### src/rtl/z_buffer_stage_pkg.sv
// Shared types and pixel field helpers for the depth-test stage.
// Field helpers take widths as arguments so parameterised instances can share them.
package zbuffer_pkg;

  typedef enum logic [1:0] {
    CLEAR,
    IDLE,
    CMP
  } state_t;

  localparam int unsigned Z_WIDTH_DEF = 5;
  localparam logic [Z_WIDTH_DEF-1:0] Z_MAX = '1;

  function automatic logic [31:0] pix_field(input logic [31:0] pix,
                                            input int unsigned lsb,
                                            input int unsigned width);
    return (pix >> lsb) & ((32'd1 << width) - 32'd1);
  endfunction

  // Pixel layout is {addr, z, colour} with colour in the LSBs.
  function automatic logic [31:0] pix_addr(input logic [31:0] pix, input int unsigned aw,
                                           input int unsigned zw, input int unsigned cw);
    return pix_field(pix, zw + cw, aw);
  endfunction

  function automatic logic [31:0] pix_z(input logic [31:0] pix, input int unsigned zw,
                                        input int unsigned cw);
    return pix_field(pix, cw, zw);
  endfunction

  function automatic logic [31:0] pix_color(input logic [31:0] pix, input int unsigned cw);
    return pix_field(pix, 0, cw);
  endfunction

endpackage

### src/rtl/z_buffer_stage_if.sv
// Pixel handshake from the contention-tree merger into the depth-test stage.
interface z_buffer_stage_if #(
  parameter int unsigned PIXEL_WIDTH = 16
);
  logic [PIXEL_WIDTH-1:0] pix_in;
  logic                   send_z_buffer;
  logic                   rdy_z_buffer;

  modport master (output pix_in, output send_z_buffer, input rdy_z_buffer);
  modport slave  (input pix_in, input send_z_buffer, output rdy_z_buffer);
endinterface

### src/rtl/z_buffer_stage_ram.sv
// Simple dual-port RAM: one write port, one registered read port.
// Only the read register is reset; array contents are cleared by the owner's sweep.
module zbuf_ram #(
  parameter int unsigned AW = 6,
  parameter int unsigned DW = 5
) (
  input  logic          clk,
  input  logic          rst_n,
  input  logic          i_we,
  input  logic [AW-1:0] i_waddr,
  input  logic [DW-1:0] i_wdata,
  input  logic [AW-1:0] i_raddr,
  output logic [DW-1:0] o_rdata
);

  logic [DW-1:0] r_mem [2**AW];

  always_ff @(posedge clk) begin
    if (i_we) r_mem[i_waddr] <= i_wdata;
  end

  always_ff @(posedge clk or negedge rst_n) begin
    if (!rst_n) o_rdata <= '0;
    else        o_rdata <= r_mem[i_raddr];
  end

endmodule

### src/rtl/z_buffer_stage.sv
// Depth-test stage: accepts a pixel, compares against stored depth, writes closer pixels,
// sweeps both memories clear after reset or on request, and serves a display colour port.
module z_buffer_stage
  import zbuffer_pkg::*;
#(
  parameter int unsigned ADDR_WIDTH  = 6,
  parameter int unsigned Z_WIDTH     = 5,
  parameter int unsigned COLOR_WIDTH = 5,
  parameter int unsigned PIXEL_WIDTH = 16,
  parameter int unsigned CNT_WIDTH   = 16
) (
  input  logic                   clk,
  input  logic                   reset,
  z_buffer_stage_if.slave        pix_if,
  input  logic                   clear_req,
  input  logic [ADDR_WIDTH-1:0]  disp_addr,
  output logic [COLOR_WIDTH-1:0] disp_color,
  output logic                   clearing,
  output logic [CNT_WIDTH-1:0]   n_written
);

  state_t                 r_state;
  logic [ADDR_WIDTH-1:0]  r_clr_cnt;
  logic [ADDR_WIDTH-1:0]  r_addr;
  logic [Z_WIDTH-1:0]     r_z;
  logic [COLOR_WIDTH-1:0] r_color;
  logic                   r_pend;
  logic [CNT_WIDTH-1:0]   r_n_written;

  logic [PIXEL_WIDTH-1:0] w_pix;
  logic [ADDR_WIDTH-1:0]  w_in_addr;
  logic [Z_WIDTH-1:0]     w_in_z;
  logic [COLOR_WIDTH-1:0] w_in_color;
  logic [Z_WIDTH-1:0]     w_z_mem;
  logic                   w_xfer;
  logic                   w_closer;
  logic                   w_we;
  logic [ADDR_WIDTH-1:0]  w_waddr;
  logic [Z_WIDTH-1:0]     w_wz;
  logic [COLOR_WIDTH-1:0] w_wcolor;

  assign w_pix      = pix_if.pix_in;
  assign w_in_addr  = ADDR_WIDTH'(pix_addr(32'(w_pix), ADDR_WIDTH, Z_WIDTH, COLOR_WIDTH));
  assign w_in_z     = Z_WIDTH'(pix_z(32'(w_pix), Z_WIDTH, COLOR_WIDTH));
  assign w_in_color = COLOR_WIDTH'(pix_color(32'(w_pix), COLOR_WIDTH));

  assign pix_if.rdy_z_buffer = (r_state == IDLE);
  assign clearing            = (r_state == CLEAR);
  assign n_written           = r_n_written;

  assign w_xfer   = pix_if.send_z_buffer && (r_state == IDLE);
  // Stored depth is at most all-ones, so a strict compare also rejects z == Z_MAX.
  assign w_closer = (r_z < w_z_mem);

  always_comb begin
    w_we     = 1'b0;
    w_waddr  = r_addr;
    w_wz     = r_z;
    w_wcolor = r_color;
    case (r_state)
      CLEAR: begin
        w_we     = 1'b1;
        w_waddr  = r_clr_cnt;
        w_wz     = '1;
        w_wcolor = '0;
      end
      CMP:     w_we = w_closer;
      default: w_we = 1'b0;
    endcase
  end

  always_ff @(posedge clk or negedge reset) begin
    if (!reset) begin
      r_state     <= CLEAR;
      r_clr_cnt   <= '0;
      r_pend      <= 1'b0;
      r_n_written <= '0;
      r_addr      <= '0;
      r_z         <= '0;
      r_color     <= '0;
    end else begin
      case (r_state)
        CLEAR: begin
          r_clr_cnt <= r_clr_cnt + ADDR_WIDTH'(1);
          if (r_clr_cnt == '1) r_state <= IDLE;
        end
        IDLE: begin
          if (w_xfer) begin
            r_addr  <= w_in_addr;
            r_z     <= w_in_z;
            r_color <= w_in_color;
            if (clear_req) r_pend <= 1'b1;
            r_state <= CMP;
          end else if (r_pend || clear_req) begin
            r_clr_cnt   <= '0;
            r_pend      <= 1'b0;
            r_n_written <= '0;
            r_state     <= CLEAR;
          end
        end
        CMP: begin
          if (clear_req) r_pend <= 1'b1;
          if (w_closer && (r_n_written != '1)) r_n_written <= r_n_written + CNT_WIDTH'(1);
          r_state <= IDLE;
        end
        default: r_state <= CLEAR;
      endcase
    end
  end

  // Depth read address follows pix_in so the value is ready in CMP after a transfer edge.
  zbuf_ram #(.AW(ADDR_WIDTH), .DW(Z_WIDTH)) u_depth_ram (
    .clk     (clk),
    .rst_n   (reset),
    .i_we    (w_we),
    .i_waddr (w_waddr),
    .i_wdata (w_wz),
    .i_raddr (w_in_addr),
    .o_rdata (w_z_mem)
  );

  zbuf_ram #(.AW(ADDR_WIDTH), .DW(COLOR_WIDTH)) u_color_ram (
    .clk     (clk),
    .rst_n   (reset),
    .i_we    (w_we),
    .i_waddr (w_waddr),
    .i_wdata (w_wcolor),
    .i_raddr (disp_addr),
    .o_rdata (disp_color)
  );

endmodule

### src/flat_wrapper.sv
// flat-port wrapper written by rule: the top's interface ports become plain ports
module z_buffer_stage_flat import zbuffer_pkg::*;
#(
  parameter int unsigned ADDR_WIDTH  = 6,
  parameter int unsigned Z_WIDTH     = 5,
  parameter int unsigned COLOR_WIDTH = 5,
  parameter int unsigned PIXEL_WIDTH = 16,
  parameter int unsigned CNT_WIDTH   = 16
)
  (clk, reset, clear_req, disp_addr, disp_color, clearing, n_written, pix_if_pix_in, pix_if_send_z_buffer, pix_if_rdy_z_buffer);
  z_buffer_stage_if #(.PIXEL_WIDTH(PIXEL_WIDTH)) pix_if_i ();
  input  logic clk;
  input  logic reset;
  input  logic clear_req;
  input  logic [ADDR_WIDTH-1:0] disp_addr;
  output logic [COLOR_WIDTH-1:0] disp_color;
  output logic clearing;
  output logic [CNT_WIDTH-1:0] n_written;
  input wire logic [$bits(pix_if_i.pix_in)-1:0] pix_if_pix_in;
  input wire logic [$bits(pix_if_i.send_z_buffer)-1:0] pix_if_send_z_buffer;
  output wire logic [$bits(pix_if_i.rdy_z_buffer)-1:0] pix_if_rdy_z_buffer;
  assign pix_if_i.pix_in = pix_if_pix_in;
  assign pix_if_i.send_z_buffer = pix_if_send_z_buffer;
  assign pix_if_rdy_z_buffer = pix_if_i.rdy_z_buffer;
  z_buffer_stage #(.ADDR_WIDTH(ADDR_WIDTH), .Z_WIDTH(Z_WIDTH), .COLOR_WIDTH(COLOR_WIDTH), .PIXEL_WIDTH(PIXEL_WIDTH), .CNT_WIDTH(CNT_WIDTH)) u_core (.clk(clk), .reset(reset), .pix_if(pix_if_i), .clear_req(clear_req), .disp_addr(disp_addr), .disp_color(disp_color), .clearing(clearing), .n_written(n_written));
endmodule
### config.mk
export PLATFORM = sky130hd
export DESIGN_NAME = z_buffer_stage_flat
export DESIGN_NICKNAME = d
export VERILOG_FILES = /design/src/rtl/z_buffer_stage_pkg.sv /design/src/rtl/z_buffer_stage_if.sv /design/src/rtl/z_buffer_stage_ram.sv /design/src/rtl/z_buffer_stage.sv /design/src/flat_wrapper.sv
export SDC_FILE = /design/constraint.sdc
export NUM_CORES = 1
export LEC_CHECK = 0
export BUFFER_PORTS_ARGS = -buffer_cell sky130_fd_sc_hd__buf_4
export CAP_MARGIN = 20
export CORE_ASPECT_RATIO = 1.4
export CORE_MARGIN = 2
export CORE_UTILIZATION = 45
export CTS_CLUSTER_DIAMETER = 200
export DETAILED_ROUTE_END_ITERATION = 6
export PLACE_DENSITY = 0.65
export SLEW_MARGIN = 10
export SYNTH_ARGS = -nofsm -noshare
export SYNTH_HDL_FRONTEND = slang
export SYNTH_SLANG_ARGS = --single-unit
### constraint.sdc
create_clock -name clk -period 4.3 [get_ports clk]
set_clock_uncertainty 0.05 [all_clocks]
set_input_delay 0.215 -clock clk [delete_from_list [all_inputs] [get_ports clk]]
set_output_delay 0.215 -clock clk [all_outputs]
set_load 0.02 [all_outputs]
==> run_results.csv <==
group,metric,value,unit
outcome,status,"completed",
global_routing,grt_pass1_vias,14670,
die,io_pins,49,
yosys,synth.area.top_cells,"edfxtp_1, mux4_2, dfrtp_1, nor2_1, nand2_1",
clock_tree,clk_latency,610,ps
place,place_congestion,0.8718,
power,vdd_drop_max,0.3724,mV
sta,setup_tns,0,ps
worst_setup_path,worstPathMaxFanout,19,
clock_tree,clkTransAtPathRegs,60,ps
worst_setup_path,worst_setup_path_start_kind,"register",
worst_setup_path,timing_worst_setup_path_type,"reg -> reg",
yosys,netlist_area,27310,um^2
die,die_w,212.2,um
worst_setup_path,reg2reg_slack,760,ps
sta,slew_viol_final,0,
yosys,synth_top_area_cell,"edfxtp_1",
routing,drt-initial-drc-count,1425,
place,port-buffer-count,48,
clock_tree,tritoncts,"yes",
die,die_h,295.5,um
sta,fmax,0.2821,GHz
yosys,synth_top_area_frac,0.7037,
clock_tree,cts_inserted_buffers,67,
worst_setup_path,crit_required,4470,ps
routing,viasPerCell,5.959,
sta,period_needed,3544,ps
sta,tightest_slew,987.9,ps
final_layout,syn_to_final_growth,14.82,%
yosys,synth_cells,1400,
sta,slew_headroom,0.3414,
global_routing,grt_pass1_wl,99370,um
final_layout,n_antenna_cell,0,
clock_tree,cts_sinks,691,
clock_tree,cts_root_buf,"clkbuf_16",
sta,rsz0062_at_grt,"no",
final_layout,layout.nets,1585,
clock_tree,cts_setup_buffers,0,
die,start_util,0.4566,
routing,num_vias,14370,
yosys,synthTopCellsByCount,"edfxtp_1, mux4_2, nor2_1",
clock_tree,ctsLongestPathBuffers,3,
yosys,async_flop_share,0.07381,
global_routing,grt.total_usage,0.2224,
sta,final.setup.worst_slack,755.7,ps
final_layout,drive_gt1_frac,0.2665,
clock_tree,cts-htree-levels,3,
min_path,holdCritPathClass,"in -> reg",
sta,finalSetupViolCount,0,
routing,ant_nets,0,
yosys,yosysUniqueCellTypes,57,
global_routing,grt_overflow,0,
place,dp_hpwl,43730,um
sta,post-route-period-util,0.8242,
die,die-area,62710,um^2
routing,first_pass_iters,5,
routing,wl_per_cell,28.14,um
yosys,avgSynthCellArea,19.51,um^2
yosys,synth-edff-count,640,
sta,final-hold-violation-count,0,
yosys,synth_flop_cell,"edfxtp_1",
power,power_density,584.5,nW/um^2
global_routing,antenna_found_initial,2,
global_routing,grt_max_degree,65,
power,power.leakage,10.24,nW
final_layout,filler_cell_count,4654,
routing,drc,0,
yosys,yosysWarnings,0,
yosys,synth_fp_nets,1436,
yosys,synth_most_common_cell,"edfxtp_1",
flow_run,cap_violations,0,
yosys,ys_seq_area_frac,0.7504,
routing,routed_wl,67880,um
yosys,synth-seq-cells,691,
final_layout,layout.cells.non_filler,2412,
worst_setup_path,crit_path_end_kind,"register",
place,dp_cells,2276,
worst_setup_path,critPathArrivalTime,3710,ps
die,coreArea,59810,um^2
clock_tree,post_cts_resized,0,
place,pre_cts_slack,774.6,ps
die,core.rowCount,106,
## area by class of cell
type / instances / area (um^2) / area share
clock buffers: 85 / 1807 / 0.05762
clock inverters: 37 / 361.6 / 0.01153
inverters: 18 / 67.56 / 0.002155
multi-input cells: 624 / 6434 / 0.2052
flip-flops and latches: 691 / 20490 / 0.6536
well taps: 810 / 1013 / 0.03232
repair buffers: 147 / 1180 / 0.03763
## metal layers
| metal | up-vias | global-route usage | wire length [um] |
|---|---|---|---|
| met5 | - | 0 | 12 |
| met4 | 2 | 0.1075 | 3053 |
| met3 | 133 | 0.02911 | 4139 |
| met2 | 610 | 0.3836 | 35300 |
| met1 | 7597 | 0.2790 | 25370 |
| li1 | 6030 | - | - |
## what timing repair did
| action | CTS | global route |
|---|---|---|
| setup endpoints to repair | 0 | 0 |
| hold endpoints to repair | 70 | 0 |
| hold buffers | 14 | 0 |
## sequential cells by signal, indices dropped and copies added, names as in the netlist
register,count
u_core.u_color_ram.o_rdata,5
u_core.r_z,5
u_core.n_written,16
u_core.r_state,2
u_core.r_addr,6
u_core.u_depth_ram.r_mem,320
u_core.r_color,5
u_core.r_pend,1
u_core.u_depth_ram.o_rdata,5
u_core.u_color_ram.r_mem,320
u_core.r_clr_cnt,6
## report_power, final
| part | switching [mW] | internal, mW | total (mW) |
|---|---|---|---|
| combinational | 2.61 | 0.831 | 3.44 |
| sequential | 0.176 | 8.90 | 9.07 |
| clock | 2.50 | 3.31 | 5.82 |
## per-stage QoR
stage	hold slack [ps]	total power, mW	cell area, um^2	utilization
floorplan	-130.6	11.01	27310	-
global placement	271.8	12.55	29050	0.4857
detailed placement	277.5	12.65	29050	0.4857
CTS	15.89	18.44	31360	0.5242
global route	52.77	18.92	31360	0.5242
finish	37.66	18.33	31360	0.5242
## cells in the final DEF, fill, tap and decap left out, drive strengths merged, types with 5 or more instances in the layout
| master | instances |
|---|---|
| edfxtp | 640 |
| mux4 | 158 |
| buf | 133 |
| nor2 | 87 |
| clkbuf | 85 |
| nand2 | 67 |
| dfrtp | 51 |
| o21ai | 28 |
| o22ai | 27 |
| nand3 | 26 |
| a22oi | 24 |
| clkinv | 24 |
| inv | 23 |
| mux2 | 21 |
| mux2i | 16 |
| nor2b | 16 |
| nand2b | 14 |
| dlygate4sd3 | 14 |
| or4 | 12 |
| a21oi | 11 |
| a31oi | 10 |
| nor3 | 10 |
| ha | 10 |
| o211ai | 9 |
| or2 | 9 |
| and2 | 6 |
| nand4 | 6 |
| or3 | 6 |
| o221ai | 5 |
| o41ai | 5 |
| bufinv | 5 |
## kinds of logic after synthesis
family                   share of synthesized area
XOR/XNOR                                  0.001604
multiplexers                                0.1448
adder cells (fa/ha/maj)                   0.004581
AO/OA/AOI/OAI                              0.03546
flip-flops                                  0.7504
buffers and inverters                      0.01539
AND/OR/NAND/NOR                            0.04774
## critical path, cell delays in order, from the launching register on
cell and delay [ps]:
dfrtp_1 420, inv_1 100, ha_1 620, o211ai_1 270, a21boi_0 420, nand2_1 470, nor2_1 810
## final timing paths
path | startpoint | to | cells after the start
setup / recovery | u_core.r_state[0] | u_core.u_color_ram.r_mem[12][4] | 6
hold / removal | pix_if_send_z_buffer | u_core.r_state[0] | 3
setup reg to reg | u_core.r_state[0] | u_core.u_color_ram.r_mem[12][4] | 6
hold reg to reg | u_core.r_color[3] | u_core.r_color[3] | 1
max in group asynchronous | reset | u_core.u_color_ram.o_rdata[4] | 2
min in group asynchronous | reset | u_core.n_written[3] | 2
Note: power is estimated with default switching activity, not from simulation.
